File: src/rtl/riscv32_fetch_queue_if.sv
// Fetch front-end bus: kickoff control, I-cache port, redirect port,
// instruction pop handshake and status taps.
interface riscv32_fetch_queue_if #(
  parameter int ADDR_W = 32,
  parameter int CNT_W  = 32
);
  logic              icache_go;
  logic [ADDR_W-1:0] pc_kickoff_addr;
  logic              i_cache_rden;
  logic [ADDR_W-1:0] i_cache_rdaddr;
  logic              i_cache_rdhit;
  logic [31:0]       i_cache_rddata;
  logic              redirect_valid;
  logic [ADDR_W-1:0] redirect_addr;
  logic              instr_valid;
  logic [31:0]       instr;
  logic [ADDR_W-1:0] instr_pc;
  logic              instr_ready;
  logic [ADDR_W-1:0] fetch_pc;
  logic [CNT_W-1:0]  stat_miss_cnt;

  // Fetch unit side
  modport master (
    input  icache_go, pc_kickoff_addr, i_cache_rdhit, i_cache_rddata,
           redirect_valid, redirect_addr, instr_ready,
    output i_cache_rden, i_cache_rdaddr, instr_valid, instr, instr_pc,
           fetch_pc, stat_miss_cnt
  );

  // Cache / pipeline side
  modport slave (
    output icache_go, pc_kickoff_addr, i_cache_rdhit, i_cache_rddata,
           redirect_valid, redirect_addr, instr_ready,
    input  i_cache_rden, i_cache_rdaddr, instr_valid, instr, instr_pc,
           fetch_pc, stat_miss_cnt
  );
endinterface

File: src/rtl/riscv32_fetch_queue.sv
// Instruction fetch front end: kickoff FSM, I-cache request generator and a
// DEPTH-entry {pc, instr} prefetch queue popped with valid/ready.
module riscv32_fetch_queue #(
  parameter int          ADDR_W    = 32,
  parameter int          DEPTH     = 4,
  parameter logic [ADDR_W-1:0] RESET_PC = '0,
  parameter logic [31:0] NOP_INSTR = 32'h0000_0013,
  parameter int          CNT_W     = 32
) (
  input  logic                 clk,
  input  logic                 rstn,
  riscv32_fetch_queue_if.master fq
);
  localparam int PTR_W = $clog2(DEPTH);
  localparam logic [PTR_W:0] FULL = (PTR_W+1)'(DEPTH);

  typedef enum logic {IDLE, RUN} state_t;

  state_t            state, state_nxt;
  logic              go_d1, rise;
  logic              rden, push, pop, flush;
  logic [ADDR_W-1:0] fetch_pc, pc_nxt, rdaddr;
  logic [PTR_W:0]    count;
  logic [PTR_W-1:0]  rd_ptr, wr_ptr;
  logic [ADDR_W-1:0] pc_q  [DEPTH];
  logic [31:0]       ins_q [DEPTH];
  logic [CNT_W-1:0]  miss_cnt;
  logic              valid;

  assign rise   = fq.icache_go & ~go_d1;
  assign rdaddr = {fetch_pc[ADDR_W-1:2], 2'b00};
  assign valid  = (count != '0);
  // A full queue blocks the request even if the head is being popped.
  assign rden   = (state == RUN) & fq.icache_go & (count < FULL) & ~fq.redirect_valid;

  // State, fetch PC and go edge detector
  always_ff @(posedge clk or negedge rstn) begin
    if (!rstn) begin
      state    <= IDLE;
      fetch_pc <= RESET_PC;
      go_d1    <= 1'b0;
    end else begin
      state    <= state_nxt;
      fetch_pc <= pc_nxt;
      go_d1    <= fq.icache_go;
    end
  end

  // Next state and queue control; rise beats go-drop beats redirect beats fetch
  always_comb begin
    state_nxt = state;
    pc_nxt    = fetch_pc;
    flush     = 1'b0;
    push      = 1'b0;
    pop       = 1'b0;
    case (state)
      IDLE: begin
        if (rise) begin
          state_nxt = RUN;
          pc_nxt    = fq.pc_kickoff_addr;
        end
      end
      RUN: begin
        if (rise) begin
          flush  = 1'b1;
          pc_nxt = fq.pc_kickoff_addr;
        end else if (!fq.icache_go) begin
          state_nxt = IDLE;
          flush     = 1'b1;
        end else if (fq.redirect_valid) begin
          // Low PC bits are kept here and dropped on the next request.
          flush  = 1'b1;
          pc_nxt = fq.redirect_addr;
        end else begin
          push = rden & fq.i_cache_rdhit;
          pop  = valid & fq.instr_ready;
          if (push) pc_nxt = fetch_pc + ADDR_W'(4);
        end
      end
    endcase
  end

  // Queue pointers and occupancy
  always_ff @(posedge clk or negedge rstn) begin
    if (!rstn) begin
      rd_ptr <= '0;
      wr_ptr <= '0;
      count  <= '0;
    end else if (flush) begin
      rd_ptr <= '0;
      wr_ptr <= '0;
      count  <= '0;
    end else begin
      if (push) wr_ptr <= wr_ptr + 1'b1;
      if (pop)  rd_ptr <= rd_ptr + 1'b1;
      if (push && !pop)      count <= count + 1'b1;
      else if (pop && !push) count <= count - 1'b1;
    end
  end

  // Queue storage; contents are don't-care until the pointer says otherwise
  always_ff @(posedge clk) begin
    if (push) begin
      pc_q[wr_ptr]  <= rdaddr;
      ins_q[wr_ptr] <= fq.i_cache_rddata;
    end
  end

  // Saturating miss-cycle counter
  always_ff @(posedge clk or negedge rstn) begin
    if (!rstn)                                     miss_cnt <= '0;
    else if (rden && !fq.i_cache_rdhit && !(&miss_cnt)) miss_cnt <= miss_cnt + 1'b1;
  end

  assign fq.i_cache_rden   = rden;
  assign fq.i_cache_rdaddr = rdaddr;
  assign fq.instr_valid    = valid;
  assign fq.instr          = valid ? ins_q[rd_ptr] : NOP_INSTR;
  assign fq.instr_pc       = valid ? pc_q[rd_ptr] : '0;
  assign fq.fetch_pc       = fetch_pc;
  assign fq.stat_miss_cnt  = miss_cnt;
endmodule

File: src/flat_wrapper.sv
// flat-port wrapper written by rule: the top's interface ports become plain ports
module riscv32_fetch_queue_flat 
#(
  parameter int          ADDR_W    = 32,
  parameter int          DEPTH     = 4,
  parameter logic [ADDR_W-1:0] RESET_PC = '0,
  parameter logic [31:0] NOP_INSTR = 32'h0000_0013,
  parameter int          CNT_W     = 32
)
  (clk, rstn, fq_icache_go, fq_pc_kickoff_addr, fq_i_cache_rdhit, fq_i_cache_rddata, fq_redirect_valid, fq_redirect_addr, fq_instr_ready, fq_i_cache_rden, fq_i_cache_rdaddr, fq_instr_valid, fq_instr, fq_instr_pc, fq_fetch_pc, fq_stat_miss_cnt);
  riscv32_fetch_queue_if #(.ADDR_W(ADDR_W), .CNT_W(CNT_W)) fq_i ();
  input  logic clk;
  input  logic rstn;
  input wire logic [$bits(fq_i.icache_go)-1:0] fq_icache_go;
  input wire logic [$bits(fq_i.pc_kickoff_addr)-1:0] fq_pc_kickoff_addr;
  input wire logic [$bits(fq_i.i_cache_rdhit)-1:0] fq_i_cache_rdhit;
  input wire logic [$bits(fq_i.i_cache_rddata)-1:0] fq_i_cache_rddata;
  input wire logic [$bits(fq_i.redirect_valid)-1:0] fq_redirect_valid;
  input wire logic [$bits(fq_i.redirect_addr)-1:0] fq_redirect_addr;
  input wire logic [$bits(fq_i.instr_ready)-1:0] fq_instr_ready;
  output wire logic [$bits(fq_i.i_cache_rden)-1:0] fq_i_cache_rden;
  output wire logic [$bits(fq_i.i_cache_rdaddr)-1:0] fq_i_cache_rdaddr;
  output wire logic [$bits(fq_i.instr_valid)-1:0] fq_instr_valid;
  output wire logic [$bits(fq_i.instr)-1:0] fq_instr;
  output wire logic [$bits(fq_i.instr_pc)-1:0] fq_instr_pc;
  output wire logic [$bits(fq_i.fetch_pc)-1:0] fq_fetch_pc;
  output wire logic [$bits(fq_i.stat_miss_cnt)-1:0] fq_stat_miss_cnt;
  assign fq_i.icache_go = fq_icache_go;
  assign fq_i.pc_kickoff_addr = fq_pc_kickoff_addr;
  assign fq_i.i_cache_rdhit = fq_i_cache_rdhit;
  assign fq_i.i_cache_rddata = fq_i_cache_rddata;
  assign fq_i.redirect_valid = fq_redirect_valid;
  assign fq_i.redirect_addr = fq_redirect_addr;
  assign fq_i.instr_ready = fq_instr_ready;
  assign fq_i_cache_rden = fq_i.i_cache_rden;
  assign fq_i_cache_rdaddr = fq_i.i_cache_rdaddr;
  assign fq_instr_valid = fq_i.instr_valid;
  assign fq_instr = fq_i.instr;
  assign fq_instr_pc = fq_i.instr_pc;
  assign fq_fetch_pc = fq_i.fetch_pc;
  assign fq_stat_miss_cnt = fq_i.stat_miss_cnt;
  riscv32_fetch_queue #(.ADDR_W(ADDR_W), .DEPTH(DEPTH), .RESET_PC(RESET_PC), .NOP_INSTR(NOP_INSTR), .CNT_W(CNT_W)) u_core (.clk(clk), .rstn(rstn), .fq(fq_i));
endmodule
File: config.mk
export PLATFORM = sky130hd
export DESIGN_NAME = riscv32_fetch_queue_flat
export DESIGN_NICKNAME = d
export VERILOG_FILES = /design/src/rtl/riscv32_fetch_queue_if.sv /design/src/rtl/riscv32_fetch_queue.sv /design/src/flat_wrapper.sv
export SDC_FILE = /design/constraint.sdc
export NUM_CORES = 1
export LEC_CHECK = 0
export ABC_AREA = 1
export CAP_MARGIN = 10
export CORE_MARGIN = 1.5
export CORE_UTILIZATION = 40
export DETAILED_ROUTE_END_ITERATION = 16
export HOLD_SLACK_MARGIN = 0.06
export PLACE_DENSITY_LB_ADDON = 0.1
export SYNTH_ARGS = -nofsm -noshare
export SYNTH_HDL_FRONTEND = slang
export SYNTH_SLANG_ARGS = --single-unit
File: constraint.sdc
create_clock -name clk -period 8.9 [get_ports clk]
set_input_delay 2.67 -clock clk [delete_from_list [all_inputs] [get_ports clk]]
set_output_delay 2.67 -clock clk [all_outputs]
set_load 0.005 [all_outputs]
==> After elaboration in Yosys (flattened, before gate mapping) <==
Memory sizes are Yosys's and may differ from the RTL's.
Index checks and enable logic that the tools add are counted.
{ "word_totals": {"register_bits": 73, "ram_bits": 248, "wordCells": 75, "n_memories": 2} }
{ "mem_list": {"columns": ["name", "words", "width", "read_ports", "rd_clocked_by_memory_dff", "write_ports", "line_no", "source"], "rows": [
  ["u_core.ins_q", 4, 32, 1, 0, 1, "riscv32_fetch_queue.sv:26", "logic [31:0] ins_q [DEPTH];"],
  ["u_core.pc_q", 4, 30, 1, 0, 1, "riscv32_fetch_queue.sv:25", "logic [ADDR_W-1:0] pc_q [DEPTH];"]
]} }
{ "classes": {"add_sub_neg": 6, "n_lt_le_gt_ge": 1, "n_eq_ne": 3, "mux": 33, "n_bitwise": 9, "reduce_logical": 14} }
{ "ops": {"columns": ["op", "n"], "rows": [
  ["2-to-1 mux 32 bit", 7],
  ["one-hot mux 32 bit (2 select lines)", 1],
  ["adder 32 x 1 -> 32 bit (second input constant)", 1],
  ["adder 32 x 3 -> 32 bit (second input constant)", 1],
  ["AND reduction 32 bit", 1],
  ["2-to-1 mux 1 bit", 17],
  ["2-to-1 mux 3 bit", 3],
  ["2-to-1 mux 2 bit", 4],
  ["AND 1 bit", 6],
  ["nonzero test 3 bit", 2],
  ["adder 2 x 1 -> 2 bit (second input constant)", 2],
  ["logical AND 1 bit", 4],
  ["zero test 1 bit", 4],
  ["inequality test 4 bit (second input constant)", 1],
  ["nonzero test 2 bit", 2],
  ["adder 3 x 1 -> 3 bit (second input constant)", 1],
  ["< comparator 3 bit (second input constant)", 1],
  ["inequality test 3 bit (second input constant)", 1],
  ["NOT 1 bit", 3],
  ["AND reduction 3 bit", 1],
  ["subtractor 3 x 1 -> 3 bit (second input constant)", 1],
  ["inequality test 2 x 1 -> 1 bit (second input constant)", 1],
  ["one-hot mux 1 bit (2 select lines)", 1]
]} }

==> Depth between registers and ports, before layout <==
Gate-level depths: netlist of the first run.
{ "depth": {"ltp_word": 13, "mapped_depth": 12, "ltp_nobuf": 12} }

==> Worst setup path after synthesis of the first run <==
No wires, ideal clock.
{ "synth_timing": {"path_type": "in2reg", "from": "input port fq_redirect_valid", "to": "memory u_core.ins_q[0][0] (enable)", "t_arrival_ns": 5.998, "setup_slack_ns": 2.419, "path_stages": 6, "n_path_buf": 1, "path_cell_list": "buf_2 -> inv_1 -> nand2_1 -> nor3_2 -> nand3_1 -> nor2_1"} }
{ "synth_between": {"elab_chain_len": 9} }
{ "synth_lines": {"columns": ["item", "line_no", "source"], "rows": [
  ["from (decl)", "flat_wrapper.sv:18", "input wire logic [$bits(fq_i.redirect_valid)-1:0] fq_redirect_valid;"],
  ["NOT 1 bit", "riscv32_fetch_queue.sv:34", "assign rden = (state == RUN) & fq.icache_go & (count < FULL) & ~fq.redirect_valid;"],
  ["AND 1 bit", "riscv32_fetch_queue.sv:34", null],
  ["named net fq_i_cache_rden", "flat_wrapper.sv:21", "output wire logic [$bits(fq_i.i_cache_rden)-1:0] fq_i_cache_rden;"],
  ["AND 1 bit", "riscv32_fetch_queue.sv:75", "push = rden & fq.i_cache_rdhit;"],
  ["2-to-1 mux 1 bit", "riscv32_fetch_queue.sv:70", "end else if (fq.redirect_valid) begin"],
  ["2-to-1 mux 1 bit", "riscv32_fetch_queue.sv:67", "end else if (!fq.icache_go) begin"],
  ["2-to-1 mux 1 bit", "riscv32_fetch_queue.sv:64", "if (rise) begin"],
  ["2-to-1 mux 1 bit", "riscv32_fetch_queue.sv:56", "case (state)"],
  ["2-to-1 mux 1 bit", "riscv32_fetch_queue.sv:103", "if (push) begin"],
  ["2-to-1 mux 1 bit (not written as such)", "riscv32_fetch_queue.sv:105", "ins_q[wr_ptr] <= fq.i_cache_rddata;"],
  ["to (decl)", "riscv32_fetch_queue.sv:26", null]
]} }
The timed path passes the listed nets, and every way through them passes these cells.

==> Final worst setup path of the first run <==
{ "layout_timing": {"from": "input port fq_redirect_valid", "to": "output port fq_i_cache_rden"} }
{ "layout_between": {"elab_chain_len": 2} }
{ "layout_lines": {"columns": ["item", "line_no"], "rows": [
  ["NOT 1 bit", "riscv32_fetch_queue.sv:34"],
  ["AND 1 bit", "riscv32_fetch_queue.sv:34"],
  ["to (decl)", "flat_wrapper.sv:21"]
]} }
Every way passes these cells.

==> flow_summary.toml, run 1 <==
[synthesis]
ys_ff_latch = 321
synth_flop_cell = "edfxtp_1"
synth_top_family_by_area = "simple AND/OR/NAND/NOR gates"
yosysSeqAreaShare = 0.6172
syn-instance-count = 1594
synthMuxAreaShare = 0
synthSimpleGateAreaFrac = 0.2060
async_flop_share = 0.2274
synthAdderAreaFrac = 0.007161
synth_area_mm2 = 0.01503
synth-xor-area-share = 0.01807
synth_edf_count = 248
ys_types = 37
synth_compound_area_frac = 0.09343
avgSynthCellArea_um2 = 9.426
yosys_warnings = 0

[cts]
htreeDepth = 2
cts_resized = 0
path_clk_slew_ns = 0.06
cts_setup_buffers = 0
cts_sinks = 321
numCtsBuffers = 35
cts_tree = "yes"
ctsHoldBuffers = 0
cts_root_buf = "clkbuf_16"
clock_latency_ns = 0.53
clk_path_buf_depth = 3

[sta]
fin_crit_ns = 6.919
finalSetupTns_ns = 0
worst_pin_slew_ns = 0.9915
hold_ws_ns = 0.5534
finalClockSkew_ns = 0.01667
period_share = 0.7774
rsz0062_at_grt = "no"
finalMaxSlewViolations = 0
hold_viol = 0
fmax_mhz = 144.5
slew_headroom = 0.3390
finalSetupViolCount = 0

[floorplan]
die_y_um = 196.8
start_util = 0.4085
dieArea_mm2 = 0.03874
coreArea_mm2 = 0.03679
rows = 70
die_width_um = 196.8
io_pins = 264

[route]
first_pass_iters = 5
vias = 11670
wl_per_cell_um = 17.97
drc = 0
wl_mm = 41.33
vias_per_cell = 5.072
drt_iter0_drc = 776
ant_nets = 0

[job]
drv_cap = 0

[global_route]
grt_max_degree = 91
antenna_found_initial = 0
gr-usage-all-layers = 0.2115
grt_pass1_vias = 11460
overflow = 0
grt_pass1_wl_mm = 63.83

[final_layout]
layout_commonest_cell = "nor2_1"
mostFrequentLayoutCells = "nor2_1, nand2_1, clkdlybuf4s50_1"
drive_gt1_frac = 0.04858
area_delta_synth_final_pct = 25.63
nets = 1915
antennaDiodeCount = 0

[worst_setup_path]
rrSetupSlack_ns = 5.37
cp-start-kind = "primary input"
cp_data_arrival_time_ns = 4.25
cp.required_ns = 6.23
path_max_fanout = 10
cp-end-kind = "output pin"
path_class = "primary input to output pin"

[placement]
dp_hpwl_mm = 25.85
portBuffers = 259
place.gp.congestion = 0.8659

[power_and_ir_drop]
powerDensity_mw_per_mm2 = 187.3
p_leak_nw = 7.085
design_power_total_mw = 3.535
ir_drop_mv = 0.1216

[hold_path]
worstHoldPathType = "register to register"

[status]
status = "completed"
## logic make-up after synthesis
group,count (synthesis)
AND/OR/NAND/NOR,780
flip-flops,321
AO/OA/AOI/OAI,270
buffers and inverters,183
XOR/XNOR,31
adder cells (fa/ha/maj),8
other,1
## layout make-up
| cell class | count | area, µm² |
|---|---|---|
| Timing Repair Buffer | 273 | 2705 |
| Sequential cell | 321 | 9279 |
| Fill cell | 3416 | 17910 |
| Multi-Input combinational cell | 1093 | 4928 |
| Clock buffer | 42 | 912.1 |
| Clock inverter | 22 | 161.4 |
| Tap cell | 468 | 585.6 |
| Inverter | 81 | 305.3 |
## per-layer routing
layer,GRT usage,routed length [µm],share of wire,vias to the layer above
met3,0.03593,2406,0.058,46
li1,-,-,-,5725
met2,0.3386,19040,0.46,341
met4,0.05033,792,0.019,0
met1,0.3004,19090,0.46,5553
met5,0,0,0,-
## worst paths after layout
kind / startpoint / end / depth (start not counted)
setup / recovery: fq_redirect_valid / fq_i_cache_rden / 5
hold / removal: u_core.fq.fetch_pc[1] / u_core.fq.fetch_pc[1] / 2
setup reg to reg: u_core.go_d1 / u_core.ins_q[2][17] / 7
hold reg to reg: u_core.fq.fetch_pc[1] / u_core.fq.fetch_pc[1] / 2
max in group asynchronous: rstn / u_core.rd_ptr[0] / 2
min in group asynchronous: rstn / u_core.fq.stat_miss_cnt[14] / 2
## power breakdown
part | leakage [nW] | switching (mW) | internal [mW] | total, mW
logic | 3.39 | 0.179 | 0.212 | 0.391
clock network | 0.523 | 0.606 | 0.746 | 1.35
registers | 3.17 | 0.116 | 1.68 | 1.79
total | 7.08 | 0.901 | 2.63 | 3.54
## Yosys cell counts, drive strengths merged, types with 2 or more instances
library cell  number  area (µm²)
nand3b             6       45.04
buf               61       411.7
o211ai             3       22.52
dfrtp             73        1827
o31ai              3       22.52
a21oi             91       455.4
edfxtp           248        7447
a31oi              2       12.51
ha                 7       87.58
clkbuf            41       153.9
xor2              24       210.2
nand4             11       68.82
o311ai             3       26.28
xnor2              7       61.31
o21ai            155       775.7
nand3             36       180.2
nor2             388        1471
o22ai              8       50.05
nor3              21       121.4
inv               81       304.0
a21boi             2       15.01
nand2            317        1202
## sequential cells by signal (all words and copies together), names as in the netlist
register and flops:
u_core.count 3, u_core.fq.fetch_pc 32, u_core.rd_ptr 2, u_core.state 1
u_core.go_d1 1, u_core.wr_ptr 2, u_core.fq.stat_miss_cnt 32, u_core.ins_q 128
u_core.pc_q 120
## per-stage QoR
step             util  area [µm²]  setup WS, ns  instances
6_report       0.5132       18880         1.981       2300
5_1_grt        0.5132       18880         1.843       2300
4_1_cts        0.5126       18860         1.972       2299
3_5_place_dp   0.4834       17780         1.983       2235
3_3_place_gp   0.4834       17780         2.005       2235
2_1_floorplan       -       15040         2.419       1597
## worst max-delay path, stage by stage
cell,delay [ns]
clkdlybuf4s50_1,0.59
inv_1,0.15
nand2_1,0.10
nor3_2,0.18
clkdlybuf4s50_1,0.56
(Power assumes the default switching activity.)
==> run 2: changes to the inputs <==
clock period = 6.4 ns   (was 8.9 ns; I/O delays follow)
==> flow_summary.toml, run 2 (synthesis results as in run 1) <==
[worst_setup_path]
critPathMaxStageDelay_ns = 0.58
path_max_fanout = 10
cp-end-kind = "output pin"
cp_cell_sequence = "clkdlybuf4s50_1 > inv_1 > nand2_1 > nor3_2 > clkdlybuf4s50_1"
critPathTopFamily = "buffers and inverters"
crit_buf_inv = 3
cp.required_ns = 4.48
path_class = "primary input to output pin"
slowest_stage = "clkdlybuf4s50_1"
cp_data_arrival_time_ns = 3.55
crit_top_cell = "clkdlybuf4s50_1"
cp-start-kind = "primary input"

[sta]
finalSetupViolCount = 0
rsz0062_at_grt = "no"
finalSetupTns_ns = 0
period_share = 0.8550
fmax_mhz = 182.7
hold_viol = 0
fin_crit_ns = 5.472
worst_pin_slew_ns = 1.083
slew_headroom = 0.2782
finalClockSkew_ns = 0.02032
finalMaxSlewViolations = 0

[power_and_ir_drop]
p_leak_nw = 7.152
ir_drop_mv = 0.1533
design_power_total_mw = 5.023
powerDensity_mw_per_mm2 = 263.9

[cts]
cts_tree = "yes"
clk_path_buf_depth = 3
cts_root_buf = "clkbuf_16"
htreeDepth = 2
cts_sinks = 321
ctsHoldBuffers = 0
cts_resized = 0
cts_setup_buffers = 0
clock_latency_ns = 0.52
path_clk_slew_ns = 0.06
numCtsBuffers = 36

[status]
status = "completed"

[route]
vias_per_cell = 5.058
wl_per_cell_um = 18.17
drc = 0
first_pass_iters = 5
drt_iter0_drc = 610
ant_nets = 0
vias = 11660
wl_mm = 41.88

[final_layout]
drive_gt1_frac = 0.04845
antennaDiodeCount = 0
largest_reg_flops = 128
reg_top3 = "u_core.ins_q x128, u_core.pc_q x120"
layout_commonest_cell = "nor2_1"
final_util = 0.5174
area_delta_synth_final_pct = 26.67
mostFrequentLayoutCells = "nor2_1, nand2_1, clkdlybuf4s50_1"
largest-register = "u_core.ins_q"
nets = 1921
fillers = 3403

[global_route]
gr-usage-all-layers = 0.2153
grt_max_degree = 99
grt_pass1_wl_mm = 64.77
grt_pass1_vias = 11560
overflow = 0
antenna_found_initial = 0

[floorplan]
dieArea_mm2 = 0.03874
start_util = 0.4085
die_width_um = 196.8
rows = 70
io_pins = 264
die_y_um = 196.8
coreArea_mm2 = 0.03679

[placement]
portBuffers = 259
dp_hpwl_mm = 26.84
place.gp.congestion = 0.8658

[job]
drv_cap = 0

[hold_path]
worstHoldPathType = "register to register"
[run 2: area by class of cell]
class                      count  area [µm²]  area share
multi-input combinational   1093        4928      0.2589
sequential                   321        9279      0.4875
timing repair buffer         278        2805      0.1474
tap                          468       585.6     0.03077
clock buffer                  46       980.9     0.05154
inverter                      81       305.3     0.01604
clock inverter                18       148.9    0.007823
[run 2: worst paths after layout]
kind                       slack (ns)                     endpoint  cells after the start                         from
max reg2reg                      3.17           u_core.pc_q[0][24]                      7                 u_core.go_d1
max                              0.93              fq_i_cache_rden                      5            fq_redirect_valid
min in group asynchronous        1.41  u_core.fq.stat_miss_cnt[18]                      1                         rstn
min reg2reg                      0.54  u_core.fq.stat_miss_cnt[27]                      2  u_core.fq.stat_miss_cnt[27]
max in group asynchronous        3.90       u_core.fq.fetch_pc[29]                      2                         rstn
min                              0.54  u_core.fq.stat_miss_cnt[27]                      2  u_core.fq.stat_miss_cnt[27]
[run 2: tightest hold or removal path: stages (launching register included)]
cell and delay [ns]:
dfrtp_1 0.39, nand2_1 0.07, nand2_1 0.06
[run 2: stage by stage]
step	setup slack [ns]	cells	hold slack, ns	instance area [µm²]
global route	0.8060	2305	0.5734	19030
global placement	0.9973	2241	0.5299	17900
CTS	0.9140	2305	0.5531	19030
finish	0.9277	2305	0.5430	19030
floorplan	0.6691	1597	0.5020	15040
detailed placement	0.9290	2241	0.5360	17900
[run 2: routing by layer]
metal	track usage	vias up	part of all wire
met1	0.3030	5522	0.46
met2	0.3409	338	0.45
li1	-	5735	-
met4	0.06277	0	0.024
met5	0	-	0
met3	0.03884	64	0.059
[run 2: report_power, final]
| group | switching, mW | internal, mW |
|---|---|---|
| Clock | 0.815 | 1.17 |
| Combinational | 0.250 | 0.296 |
| Sequential | 0.165 | 2.33 |
==> run 3: changes to the inputs <==
MAX_ROUTING_LAYER = met4   (was default)
==> flow_summary.toml, run 3 (synthesis results as in run 1) <==
[status]
status = "completed"

[hold_path]
worstHoldStart = "u_core.fq.stat_miss_cnt[27]"
worstHoldPathType = "register to register"
worstHoldPathCells = 2

[floorplan]
coreArea_mm2 = 0.03679
rows = 70
die_y_um = 196.8
io_pins = 264
die_width_um = 196.8
dieArea_mm2 = 0.03874
start_util = 0.4085

[final_layout]
largest-register = "u_core.ins_q"
multi_input_area_mm2 = 0.004928
fillers = 3403
antennaDiodeCount = 0
reg_top3 = "u_core.ins_q x128, u_core.pc_q x120"
nets = 1921
mostFrequentLayoutCells = "nor2_1, nand2_1, clkdlybuf4s50_1"
seqCellArea_mm2 = 0.009279
drive_gt1_frac = 0.04845
area_delta_synth_final_pct = 26.67
largest_reg_flops = 128
layout_commonest_cell = "nor2_1"

[worst_setup_path]
path_max_fanout = 10
cp-start-kind = "primary input"
slowest_stage = "clkdlybuf4s50_1"
crit_top_cell = "clkdlybuf4s50_1"
cp_data_arrival_time_ns = 3.56
cp-startpoint = "fq_redirect_valid"
critPathMaxStageDelay_ns = 0.59
ff2ff_path_depth = 7
cp-end-kind = "output pin"
path_class = "primary input to output pin"
cp_cell_sequence = "clkdlybuf4s50_1 > inv_1 > nand2_1 > nor3_2 > clkdlybuf4s50_1"
cp.required_ns = 4.48
rr_startpoint = "u_core.go_d1"

[sta]
period_share = 0.8569
rsz0062_at_grt = "no"
hold_viol = 0
setup_ws_ns = 0.9156
finalSetupViolCount = 0
finalClockSkew_ns = 0.01995
finalSetupTns_ns = 0
fin_crit_ns = 5.484
worst_pin_slew_ns = 1.091
fmax_mhz = 182.3
slew_headroom = 0.2725
finalMaxSlewViolations = 0

[route]
vias_per_cell = 5.073
first_pass_iters = 6
wl_per_cell_um = 18.16
drc = 0
vias = 11690
drt_iter0_drc = 628
ant_nets = 0
wl_mm = 41.85

[cts]
cts_setup_buffers = 0
cts_tree = "yes"
cts_sinks = 321
htreeDepth = 2
path_clk_slew_ns = 0.06
ctsHoldBuffers = 0
cts_resized = 0
cts_root_buf = "clkbuf_16"
numCtsBuffers = 36
clk_path_buf_depth = 3
clock_latency_ns = 0.52

[job]
drv_cap = 0

[placement]
place.gp.congestion = 0.8799
dp_slack_ns = 0.9290
portBuffers = 259
dp_hpwl_mm = 26.84

[global_route]
gr-usage-all-layers = 0.2219
grt_pass1_vias = 11560
grt_pass1_wl_mm = 64.72
grt_max_degree = 99
antenna_found_initial = 0
overflow = 0

[power_and_ir_drop]
p_leak_nw = 7.152
ir_drop_mv = 0.1526
powerDensity_mw_per_mm2 = 263.9
[run 3: cell counts in the layout (fill, tap and decap cells not counted)]
Identical to the previous run, type by type.
[run 3: routing by layer]
metal	track usage	wire [µm]	vias to the layer above
met5	-	0	-
met3	0.03439	2420	67
li1	-	-	5739
met2	0.3399	18940	362
met4	0.06277	1006	0
met1	0.3072	19480	5526
[run 3: cell type report]
type,count,area share
sequential,321,0.4875
clock buffer,46,0.05154
tap,468,0.03077
inverter,81,0.01604
timing repair buffer,278,0.1474
multi-input combinational,1093,0.2589
clock inverter,18,0.007823
[run 3: critical path, delay by kind of cell]
kind / cells / cell delay [ns]
buffers and inverters: 3 / 1.30
AND/OR/NAND/NOR: 2 / 0.34
[run 3: worst paths after layout]
kind,slack (ns),end
max,0.92,fq_i_cache_rden
min,0.54,u_core.fq.stat_miss_cnt[27]
max reg2reg,3.14,u_core.pc_q[0][24]
min reg2reg,0.54,u_core.fq.stat_miss_cnt[27]
max in group asynchronous,3.88,u_core.fq.fetch_pc[29]
min in group asynchronous,1.42,u_core.fq.stat_miss_cnt[18]
[run 3: power breakdown]
part | switching, mW | internal, mW
clock network | 0.815 | 1.17
logic | 0.250 | 0.296
registers | 0.165 | 2.33
[run 3: metrics by stage]
stage	instances	instance area, µm²	hold slack, ns	total power [mW]	util
after CTS	2305	19030	0.5531	5.076	0.5174
after global routing	2305	19030	0.5734	5.211	0.5174
after floorplan	1597	15040	0.5020	2.716	-
final	2305	19030	0.5405	5.024	0.5174
after global placement	2241	17900	0.5299	3.081	0.4867
after detailed placement	2241	17900	0.5360	3.086	0.4867
